`src/rtl/cdb_arbiter_pkg.sv`:
```
// Shared core types: CDB broadcast entry, FU queue indices and CDB sizing.
package rv32i_types;

    localparam int unsigned NUM_FU_QUEUES = 4;
    localparam int unsigned NUM_CDB       = 2;

    localparam int unsigned FU_ALU0 = 0;
    localparam int unsigned FU_MUL  = 1;
    localparam int unsigned FU_BR   = 2;
    localparam int unsigned FU_MEM  = 3;

    localparam int unsigned ROB_IDX_W = 5;
    localparam int unsigned PREG_W    = 6;
    localparam int unsigned AREG_W    = 5;
    localparam int unsigned XLEN      = 32;

    typedef struct packed {
        logic                 valid;
        logic [ROB_IDX_W-1:0] rob_idx;
        logic [PREG_W-1:0]    pd;
        logic [AREG_W-1:0]    rd;
        logic [XLEN-1:0]      data;
    } cdb_entry_t;

    // Index width that stays legal for a single-entry range.
    function automatic int unsigned idx_width(input int unsigned n);
        return (n > 1) ? $clog2(n) : 1;
    endfunction

endpackage

```
`src/rtl/cdb_arbiter_if.sv`:
```
// FU-queue / CDB bundle between the result queues and the CDB arbiter.
interface cdb_arbiter_if
    import rv32i_types::*;
#(
    parameter int unsigned NUM_REQ = NUM_FU_QUEUES,
    parameter int unsigned NUM_CDB = rv32i_types::NUM_CDB
);
    localparam int unsigned IDX_W = idx_width(NUM_REQ);

    logic                             flush;
    cdb_entry_t [NUM_REQ-1:0]         req_entry;
    logic       [NUM_REQ-1:0]         dequeue;
    cdb_entry_t [NUM_CDB-1:0]         cdb_out;
    logic       [NUM_CDB*IDX_W-1:0]   grant_idx;

    modport master (
        output flush,
        output req_entry,
        input  dequeue,
        input  cdb_out,
        input  grant_idx
    );

    modport slave (
        input  flush,
        input  req_entry,
        output dequeue,
        output cdb_out,
        output grant_idx
    );

endinterface

```
`src/rtl/cdb_arbiter_rr_pick.sv`:
```
// One-hot pick of the first eligible, not-yet-granted requester scanning from start with wrap.
module rr_pick #(
    parameter  int unsigned N  = 4,
    localparam int unsigned IW = (N > 1) ? $clog2(N) : 1
) (
    input  logic [N-1:0]  eligible,
    input  logic [N-1:0]  granted,
    input  logic [IW-1:0] start,
    output logic [N-1:0]  pick,
    output logic          found
);

    logic [IW-1:0] idx;

    always_comb begin
        pick  = '0;
        found = 1'b0;
        idx   = '0;
        for (int off = 0; off < int'(N); off++) begin
            idx = IW'((int'(start) + off) % int'(N));
            if (!found && eligible[idx] && !granted[idx]) begin
                pick[idx] = 1'b1;
                found     = 1'b1;
            end
        end
    end

endmodule

```
`src/rtl/cdb_arbiter.sv`:
```
// Round-robin CDB arbiter with starvation override: fills up to NUM_CDB broadcast
// slots per cycle from the FU result queues and registers the winners onto the CDB.
module cdb_arbiter
    import rv32i_types::*;
#(
    parameter int unsigned NUM_REQ      = NUM_FU_QUEUES,
    parameter int unsigned NUM_CDB      = rv32i_types::NUM_CDB,
    parameter int unsigned STARVE_LIMIT = 8
) (
    input  logic          clk,
    input  logic          rst,
    cdb_arbiter_if.slave  bus
);

    localparam int unsigned IDX_W = idx_width(NUM_REQ);
    localparam int unsigned CNT_W = $clog2(STARVE_LIMIT + 1);

    logic [IDX_W-1:0]                rr_ptr;
    logic [IDX_W-1:0]                rr_ptr_nxt;
    logic [CNT_W-1:0]                starve_cnt [NUM_REQ];

    logic [NUM_REQ-1:0]              eligible;
    logic [NUM_REQ-1:0]              urgent;
    logic [NUM_REQ-1:0]              grant_mask;
    logic [NUM_CDB-1:0][NUM_REQ-1:0] slot_pick;
    logic [NUM_CDB-1:0][IDX_W-1:0]   slot_idx;
    logic [NUM_CDB-1:0]              slot_valid;
    logic [NUM_CDB-1:0]              slot_urgent;

    always_comb begin
        eligible = '0;
        urgent   = '0;
        for (int i = 0; i < int'(NUM_REQ); i++) begin
            eligible[i] = bus.req_entry[i].valid & ~bus.flush;
            urgent[i]   = eligible[i] && (starve_cnt[i] == CNT_W'(STARVE_LIMIT));
        end
    end

    // Each slot masks the grants of all lower slots; urgent requesters pre-empt round-robin.
    for (genvar k = 0; k < int'(NUM_CDB); k++) begin : g_slot
        logic [NUM_REQ-1:0] taken_in;
        logic [NUM_REQ-1:0] taken_out;
        logic [NUM_REQ-1:0] urg_oh;
        logic [NUM_REQ-1:0] rr_oh;
        logic               urg_found;
        logic               rr_found;

        if (k == 0) begin : g_first
            assign taken_in = '0;
        end else begin : g_next
            assign taken_in = g_slot[k-1].taken_out;
        end

        rr_pick #(.N(NUM_REQ)) u_urg_pick (
            .eligible (urgent),
            .granted  (taken_in),
            .start    (IDX_W'(0)),
            .pick     (urg_oh),
            .found    (urg_found)
        );

        rr_pick #(.N(NUM_REQ)) u_rr_pick (
            .eligible (eligible),
            .granted  (taken_in),
            .start    (rr_ptr),
            .pick     (rr_oh),
            .found    (rr_found)
        );

        assign slot_pick[k]   = urg_found ? urg_oh : rr_oh;
        assign slot_valid[k]  = urg_found | rr_found;
        assign slot_urgent[k] = urg_found;
        assign taken_out      = taken_in | slot_pick[k];
    end

    always_comb begin
        grant_mask = '0;
        slot_idx   = '0;
        for (int k = 0; k < int'(NUM_CDB); k++) begin
            grant_mask = grant_mask | slot_pick[k];
            for (int i = 0; i < int'(NUM_REQ); i++) begin
                if (slot_pick[k][i]) begin
                    slot_idx[k] = IDX_W'(i);
                end
            end
        end
    end

    // Highest-slot non-urgent grant sets the next round-robin start.
    always_comb begin
        rr_ptr_nxt = rr_ptr;
        for (int k = 0; k < int'(NUM_CDB); k++) begin
            if (slot_valid[k] && !slot_urgent[k]) begin
                rr_ptr_nxt = (slot_idx[k] == IDX_W'(NUM_REQ - 1)) ? '0 : slot_idx[k] + IDX_W'(1);
            end
        end
        if (bus.flush) begin
            rr_ptr_nxt = '0;
        end
    end

    assign bus.dequeue = rst ? '0 : grant_mask;

    always_ff @(posedge clk) begin
        if (rst) begin
            rr_ptr        <= '0;
            bus.cdb_out   <= '0;
            bus.grant_idx <= '0;
            for (int i = 0; i < int'(NUM_REQ); i++) begin
                starve_cnt[i] <= '0;
            end
        end else begin
            rr_ptr <= rr_ptr_nxt;
            for (int i = 0; i < int'(NUM_REQ); i++) begin
                if (bus.flush || grant_mask[i]) begin
                    starve_cnt[i] <= '0;
                end else if (eligible[i] && (starve_cnt[i] != CNT_W'(STARVE_LIMIT))) begin
                    starve_cnt[i] <= starve_cnt[i] + CNT_W'(1);
                end
            end
            for (int k = 0; k < int'(NUM_CDB); k++) begin
                if (slot_valid[k]) begin
                    bus.cdb_out[k]                     <= bus.req_entry[slot_idx[k]];
                    bus.grant_idx[k*IDX_W +: IDX_W]    <= slot_idx[k];
                end else begin
                    bus.cdb_out[k]                     <= '0;
                    bus.grant_idx[k*IDX_W +: IDX_W]    <= '0;
                end
            end
        end
    end

endmodule

```
`src/flat_wrapper.sv`:
```
// flat-port wrapper written by rule: the top's interface ports become plain ports
module cdb_arbiter_flat import rv32i_types::*;
#(
    parameter int unsigned NUM_REQ      = NUM_FU_QUEUES,
    parameter int unsigned NUM_CDB      = rv32i_types::NUM_CDB,
    parameter int unsigned STARVE_LIMIT = 8
)
  (clk, rst, bus_flush, bus_req_entry, bus_dequeue, bus_cdb_out, bus_grant_idx);
  cdb_arbiter_if #(.NUM_REQ(NUM_REQ), .NUM_CDB(NUM_CDB)) bus_i ();
  input  logic clk;
  input  logic rst;
  input wire logic [$bits(bus_i.flush)-1:0] bus_flush;
  input wire logic [$bits(bus_i.req_entry)-1:0] bus_req_entry;
  output wire logic [$bits(bus_i.dequeue)-1:0] bus_dequeue;
  output wire logic [$bits(bus_i.cdb_out)-1:0] bus_cdb_out;
  output wire logic [$bits(bus_i.grant_idx)-1:0] bus_grant_idx;
  assign bus_i.flush = bus_flush;
  assign bus_i.req_entry = bus_req_entry;
  assign bus_dequeue = bus_i.dequeue;
  assign bus_cdb_out = bus_i.cdb_out;
  assign bus_grant_idx = bus_i.grant_idx;
  cdb_arbiter #(.NUM_REQ(NUM_REQ), .NUM_CDB(NUM_CDB), .STARVE_LIMIT(STARVE_LIMIT)) u_core (.clk(clk), .rst(rst), .bus(bus_i));
endmodule
```
`config.mk`:
```
export PLATFORM = sky130hd
export DESIGN_NAME = cdb_arbiter_flat
export DESIGN_NICKNAME = d
export VERILOG_FILES = /design/src/rtl/cdb_arbiter_pkg.sv /design/src/rtl/cdb_arbiter_if.sv /design/src/rtl/cdb_arbiter_rr_pick.sv /design/src/rtl/cdb_arbiter.sv /design/src/flat_wrapper.sv
export SDC_FILE = /design/constraint.sdc
export NUM_CORES = 1
export LEC_CHECK = 0
export CAP_MARGIN = 20
export CORE_MARGIN = 2
export CORE_UTILIZATION = 46
export CTS_CLUSTER_SIZE = 30
export DETAILED_ROUTE_END_ITERATION = 12
export GPL_TIMING_DRIVEN = 0
export PLACE_DENSITY = 0.82
export SYNTH_ARGS = -nofsm -noshare
export SYNTH_HDL_FRONTEND = slang
export SYNTH_SLANG_ARGS = --single-unit
```
`constraint.sdc`:
```
create_clock -name clk -period 12.3 [get_ports clk]
set_input_delay 2.46 -clock clk [delete_from_list [all_inputs] [get_ports clk]]
set_output_delay 2.46 -clock clk [all_outputs]
set_load 0.02 [all_outputs]
```
* Word level (Yosys, flattened, before mapping) *
Memories as Yosys holds them, arrays and structs flattened.
Index checks and enable logic that the tools add are counted.

storage, ports and cells
  bits in registers = 104
  memory bits (writable) = 16
  output and inout port bits = 106
  bits of input ports = 199
  memories kept = 1

cells by class
  reductions and logical operators = 72
  muxes and demuxes = 119
  add/sub/neg operators = 9
  order comparisons = 10
  equal/unequal tests = 10
  bitwise gates (word level) = 24

memory list
  memory             depth  bits a word  rd ports  clocked after Yosys merged registers in  wr ports  line               source
  u_core.starve_cnt  4      4            4         0                                        4         cdb_arbiter.sv:20  logic [CNT_W-1:0] starve_cnt [NUM_REQ];

operators with widths
  kind                 count
  $bmux 49 s2          2
  $mux 49              2
  $mux 4               21
  $mux 1               66
  $logic_and 1x1->1    38
  $or 4x4->4           7
  $logic_not 1->1      26
  $bmux 1 s2           12
  $mux 2               10
  $lt 2x3->1 const B   6
  $add 4x1->4 const B  4
  $eq 4x4->1 const B   4
  $ne 4x4->1 const B   4
  $or 1x1->1           10
  $demux 1 s2          4
  $ge 2x1->1 const B   4
  $add 2x1->2 const B  3
  $mux 3               2
  $reduce_or 2->1      3
  $add 2x2->2 const B  2
  $and 1x1->1          4
  $eq 2x2->1 const B   2
  $logic_or 1x1->1     4
  $not 1->1            3
  $reduce_bool 2->1    1

* Logic depth before layout (Yosys ltp) *
  depth in word-level cells = 44
  depth in mapped cells = 21
  gate-level depth less buffers = 16

* Cells and area by module *
A second synthesis with hierarchy kept.

unflattened totals
  cell total of the unflattened synthesis = 1,111
  area, all modules = 8,504.4 µm²

modules (own cells, without submodules)
  module       times used  area each (µm²)  cells an instance  sequential area each (µm²)
  cdb_arbiter  1           6,777.8          923                2,562.5
  rr_pick      4           431.7            47                 0.0

* Worst setup path before layout *
No wires, ideal clock.

  path type = input to output
  start = input bus_req_entry[48]
  end = output bus_dequeue[2]
  path buffers = 1
  arrival time = 5.537 ns
  path slack = 4.303 ns
  cell stages on the path = 12
  path through = or3b_4 > a2111oi_4 > o21ai_1 > o32ai_2 > nor2_1 > a32o_2 > a21oi_1 > nor2_1 > o31ai_4 > clkbuf_1 > nor2_1 > nor2_1

between the ends
  cells in the longest elaborated chain, start to end = 38
  elaborated cells on any way between the ends = 100

RTL lines
  item                             line                       source
  from (decl)                      flat_wrapper.sv:13         input wire logic [$bits(bus_i.req_entry)-1:0] bus_req_entry;
  $and 1x1->1 (*)                  cdb_arbiter.sv:34          eligible[i] = bus.req_entry[i].valid & ~bus.flush;
  $bmux 1 s2                       cdb_arbiter_rr_pick.sv:21  if (!found && eligible[idx] && !granted[idx]) begin
  $mux 1 (not written as such)     cdb_arbiter_rr_pick.sv:21
  $logic_and 1x1->1                cdb_arbiter_rr_pick.sv:21
  $mux 1                           cdb_arbiter_rr_pick.sv:21
  $logic_not 1->1                  cdb_arbiter_rr_pick.sv:21
  $logic_and 1x1->1 (2 in series)  cdb_arbiter_rr_pick.sv:21
  $mux 1                           cdb_arbiter_rr_pick.sv:21
  [19 not listed]                  --
  $logic_and 1x1->1 (2 in series)  cdb_arbiter_rr_pick.sv:21
  $mux 1                           cdb_arbiter_rr_pick.sv:21
  $logic_not 1->1                  cdb_arbiter_rr_pick.sv:21
  $logic_and 1x1->1 (2 in series)  cdb_arbiter_rr_pick.sv:21
  $mux 4                           cdb_arbiter_rr_pick.sv:21
  $mux 4                           cdb_arbiter.sv:70          assign slot_pick[k] = urg_found ? urg_oh : rr_oh;
  $or 4x4->4 (*)                   --
  $mux 4 (*)                       cdb_arbiter.sv:102         assign bus.dequeue = rst ? '0 : grant_mask;
  to (decl)                        flat_wrapper.sv:14         output wire logic [$bits(bus_i.dequeue)-1:0] bus_dequeue;

Every way passes the cells marked *; elsewhere a longest branch is shown, timed or not. The select of a mux whose other input is x is not followed.

* Worst setup path after layout *
  start = input bus_req_entry[97]
  end = output bus_dequeue[2]

The elaborated chain is that of the path after synthesis.

==> results.md <==
- P_sw: 1.44 mW
- Pin count of the biggest net entering global routing: 17
- Drc violations: 0
- Via count: 9802
- Worst EP arrival: 7.63 ns
- Num Clock Sinks: 120
- CP Launch Type: input port
- Initial drt markers: 1586
- Maximum clock rate: 99.1 MHz
- Clock power frac: 18.0%
- GRT Total Usage: 39.5%
- Seq pwr share: 18.4%
- Ys flop type: dfxtp_1
- Chip Width: 134 um
- Max Cap Viol: 0
- Worst path max stage delay: 0.71 ns
- Initial Util: 46.9%
- Deepest clock path buffer count: 2
- Pleak: 4.19 nW
- WS Path Type: input port to output port
- Internal: 1.55 mW
- Critical path endpoint category: output port
- Crit Reg-Reg Startpoint: u_core.rr_ptr[0]$_SDFFE_PP0P_
- Final hold viol count: 0
- RSZ-0062 raised after global routing: false
- Synth area leaders: dfxtp_1 (27%), edfxtp_1 (6.2%), o221ai_1 (5.7%), o211ai_1 (5.3%), nand3_1 (5.1%)
- FF+latch count, synth: 120
- Number of synthesized flops with an enable pin: 16
- Worst vdd rail ir drop: 0.167 mV
- Fin cells: 1508
- Count leader, synth: dfxtp_1
- Clk_skew: 0.0143 ns
- Most common library cells after synthesis: dfxtp_1 (104), nand2_1 (88), nand3_1 (78)
- Worst skew pair latency: 0.45 ns
- Tot Pwr: 2.99 mW
- Initial antenna violation count: 2
- Drt wl/cell: 24.1 um
- DP Cell Count: 1474
- Hold crit path type: register to register
- Post-synthesis async set-or-reset flop share: 0%
- Final min period: 10.09 ns
- Crit Reg-Reg Endpoint: u_core.starve_cnt[2][3]$_SDFFCE_PN0P_
- Synth area leader: dfxtp_1
- Worst Hold Endpoint: u_core.starve_cnt[1][0]$_SDFFCE_PN0P_
- Critical Path RT: 9.84 ns
- Gr ovfl total: 0
- Input/output buffers: 304
- Syn Nets: 1166
- CTS H-tree lvls: 4
- CP cell instances: clkdlybuf4s50_1 > buf_2 > mux2i_1 > o22ai_1 > a32oi_1 > nand3_1 > nand2b_1 > clkbuf_1 > o21ai_0 > nand2_1 > o31ai_4 > clkbuf_1 > nor2_1 > nor2_1 > clkdlybuf4s50_1
- Die outline area: 17800 um2
- Final nets: 1489
- First-pass GRT wire length: 54.0 mm
- Hold Buf Count CTS: 0
- DRT antenna net count: 0
- Fraction of layout cells with a size suffix above 1: 6.85%
- TritonCTS clock tree: yes
- Clock Pin Slew Worst Setup and Hold Paths: 0.06 ns
- Setup Total Neg Slack: 0 ns
- WL final: 36.4 mm
- HP Start: u_core.starve_cnt[1][0]$_SDFFCE_PN0P_
- Post-Syn Instances: 950
- Hold path depth: 1
- Rel. slew slack: 37.9%
- Clock buffer count from CTS: 17
- Vias in the first global route: 9334
- Worst R2R Setup Slack: 6.59 ns
- Final Setup Violations: 0
- CTS root buffer: clkbuf_16
- Period utilization: 82.0%
- Worst r2r path cells: 16
- Synth top area share: 27.0%
- Power density over the cells: 256 nW/um2
- Post-CTS Setup Inserts: 0
- Post-Synthesis Cell Area: 7720 um2
- Register area share after synthesis: 33.2%
- Area grow syn2layout: 51.2%
- Peak fanout along the critical path: 10
- Synth Area per Inst: 8.12 um2
- Resize count post-CTS: 0
- Outcome: completed
- Final GP Congestion: 1.01
- Die Y-Extent: 134 um
- HPWL Detailed: 26.8 mm
- Final Max Slew Viols: 0
- IO Pins: 305
- Switching Share: 48.2%
- Slowest-stage cell, CP: clkdlybuf4s50_1
- TritonRoute pass-1 iters: 6
- Via density: 6.50
- Netlist cell types: 72
- Combinational Power Share: 63.6%
- Row count: 47
- Ys Warns: 0
- Worst slew pin tran: 0.922 ns
- Final Util: 70.9%
- Core region area: 16500 um2
## stage by stage
stage	instance area (um2)	setup slack (ns)	hold WS [ns]
global placement	11000	2.45	0.596
floorplan	7720	4.30	0.579
detailed placement	11000	2.44	0.605
finish	11700	2.21	0.613
global route	11700	2.04	0.641
CTS	11700	2.39	0.613
## flip-flops by register name (all words and copies together), names as in the netlist
register,flops
u_core.bus.grant_idx,4
u_core.rr_ptr,2
u_core.starve_cnt,16
u_core.bus.cdb_out,98
## cells by family after synthesis
family                     count (synthesis)  share of synthesized area (%)
AOI/OAI and AO/OA                        340                           32.8
adders and majority gates                 17                           2.76
xor gates and xnor gates                   8                          0.908
buffers and inverters                    119                           6.39
and+or+nand+nor                          338                           22.3
DFF                                      120                           33.2
muxes                                      8                           1.70
## power groups by stage
stage,combinational (mW),sequential (mW),clock (mW)
6_report,1.90,0.551,0.538
5_1_grt,2.01,0.558,0.552
4_1_cts,1.84,0.549,0.532
3_5_place_dp,1.83,0.556,0
3_3_place_gp,1.80,0.554,0
2_1_floorplan,1.06,0.657,0
## worst max path at each step
stage,slack (ns),end,depth (start not counted),from
global route,2.04,bus_dequeue[2],15,bus_req_entry[97]
CTS,2.39,bus_dequeue[2],15,bus_req_entry[97]
detailed placement,2.44,bus_dequeue[2],15,bus_req_entry[97]
finish,2.21,bus_dequeue[2],15,bus_req_entry[97]
floorplan,4.30,bus_dequeue[2],12,bus_req_entry[48]
global placement,2.45,bus_dequeue[2],15,bus_req_entry[97]
## per-layer routing
| metal | track usage [%] | vias up | wire length (um) |
|---|---|---|---|
| li1 | - | 4286 | - |
| met1 | 48.6 | 4513 | 13300 |
| met2 | 63.1 | 858 | 16600 |
| met3 | 12.2 | 143 | 4720 |
| met4 | 18.6 | 2 | 1750 |
| met5 | 0 | - | 11 |
## cell type report
class / instances / area [um2]
well taps: 220 / 275
inverters: 22 / 82.6
clock buffers: 20 / 478
flip-flops and latches: 120 / 2560
clock inverters: 11 / 145
multi-input cells: 711 / 4660
fillers: 1330 / 4800
plain buffers: 97 / 410
diodes: 3 / 7.51
repair buffers: 304 / 3040
## layout by cell type (no fill, tap or decap), types with 4 or more instances in the layout
master and n:
nand2_1 88, edfxtp_1 16, o211ai_1 54, and3_1 53, clkbuf_16 18, clkbuf_1 67
inv_1 20, nor3_1 11, nand3b_1 11, clkdlybuf4s50_1 304, a22oi_1 33, a21oi_1 12
xor2_1 4, nand4_1 4, mux4_2 4, or2_2 4, or4_1 4, buf_2 25
nor3b_1 4, nand3_1 78, xnor2_1 4, o221ai_1 50, a21boi_0 35, nor2_1 54
ha_1 17, dfxtp_1 104, nor4_1 5, nor2b_1 5, a31oi_1 50, o21ai_0 55
a21boi_1 14
## critical path, delay by kind of cell
kind                   cells  cell delay (ns)
AND/OR/NAND/NOR            5             0.89
AO/OA/AOI/OAI              4             1.61
buffers and inverters      5             2.46
multiplexers               1             0.18
No activity file was read; power rests on OpenSTA's default activity.
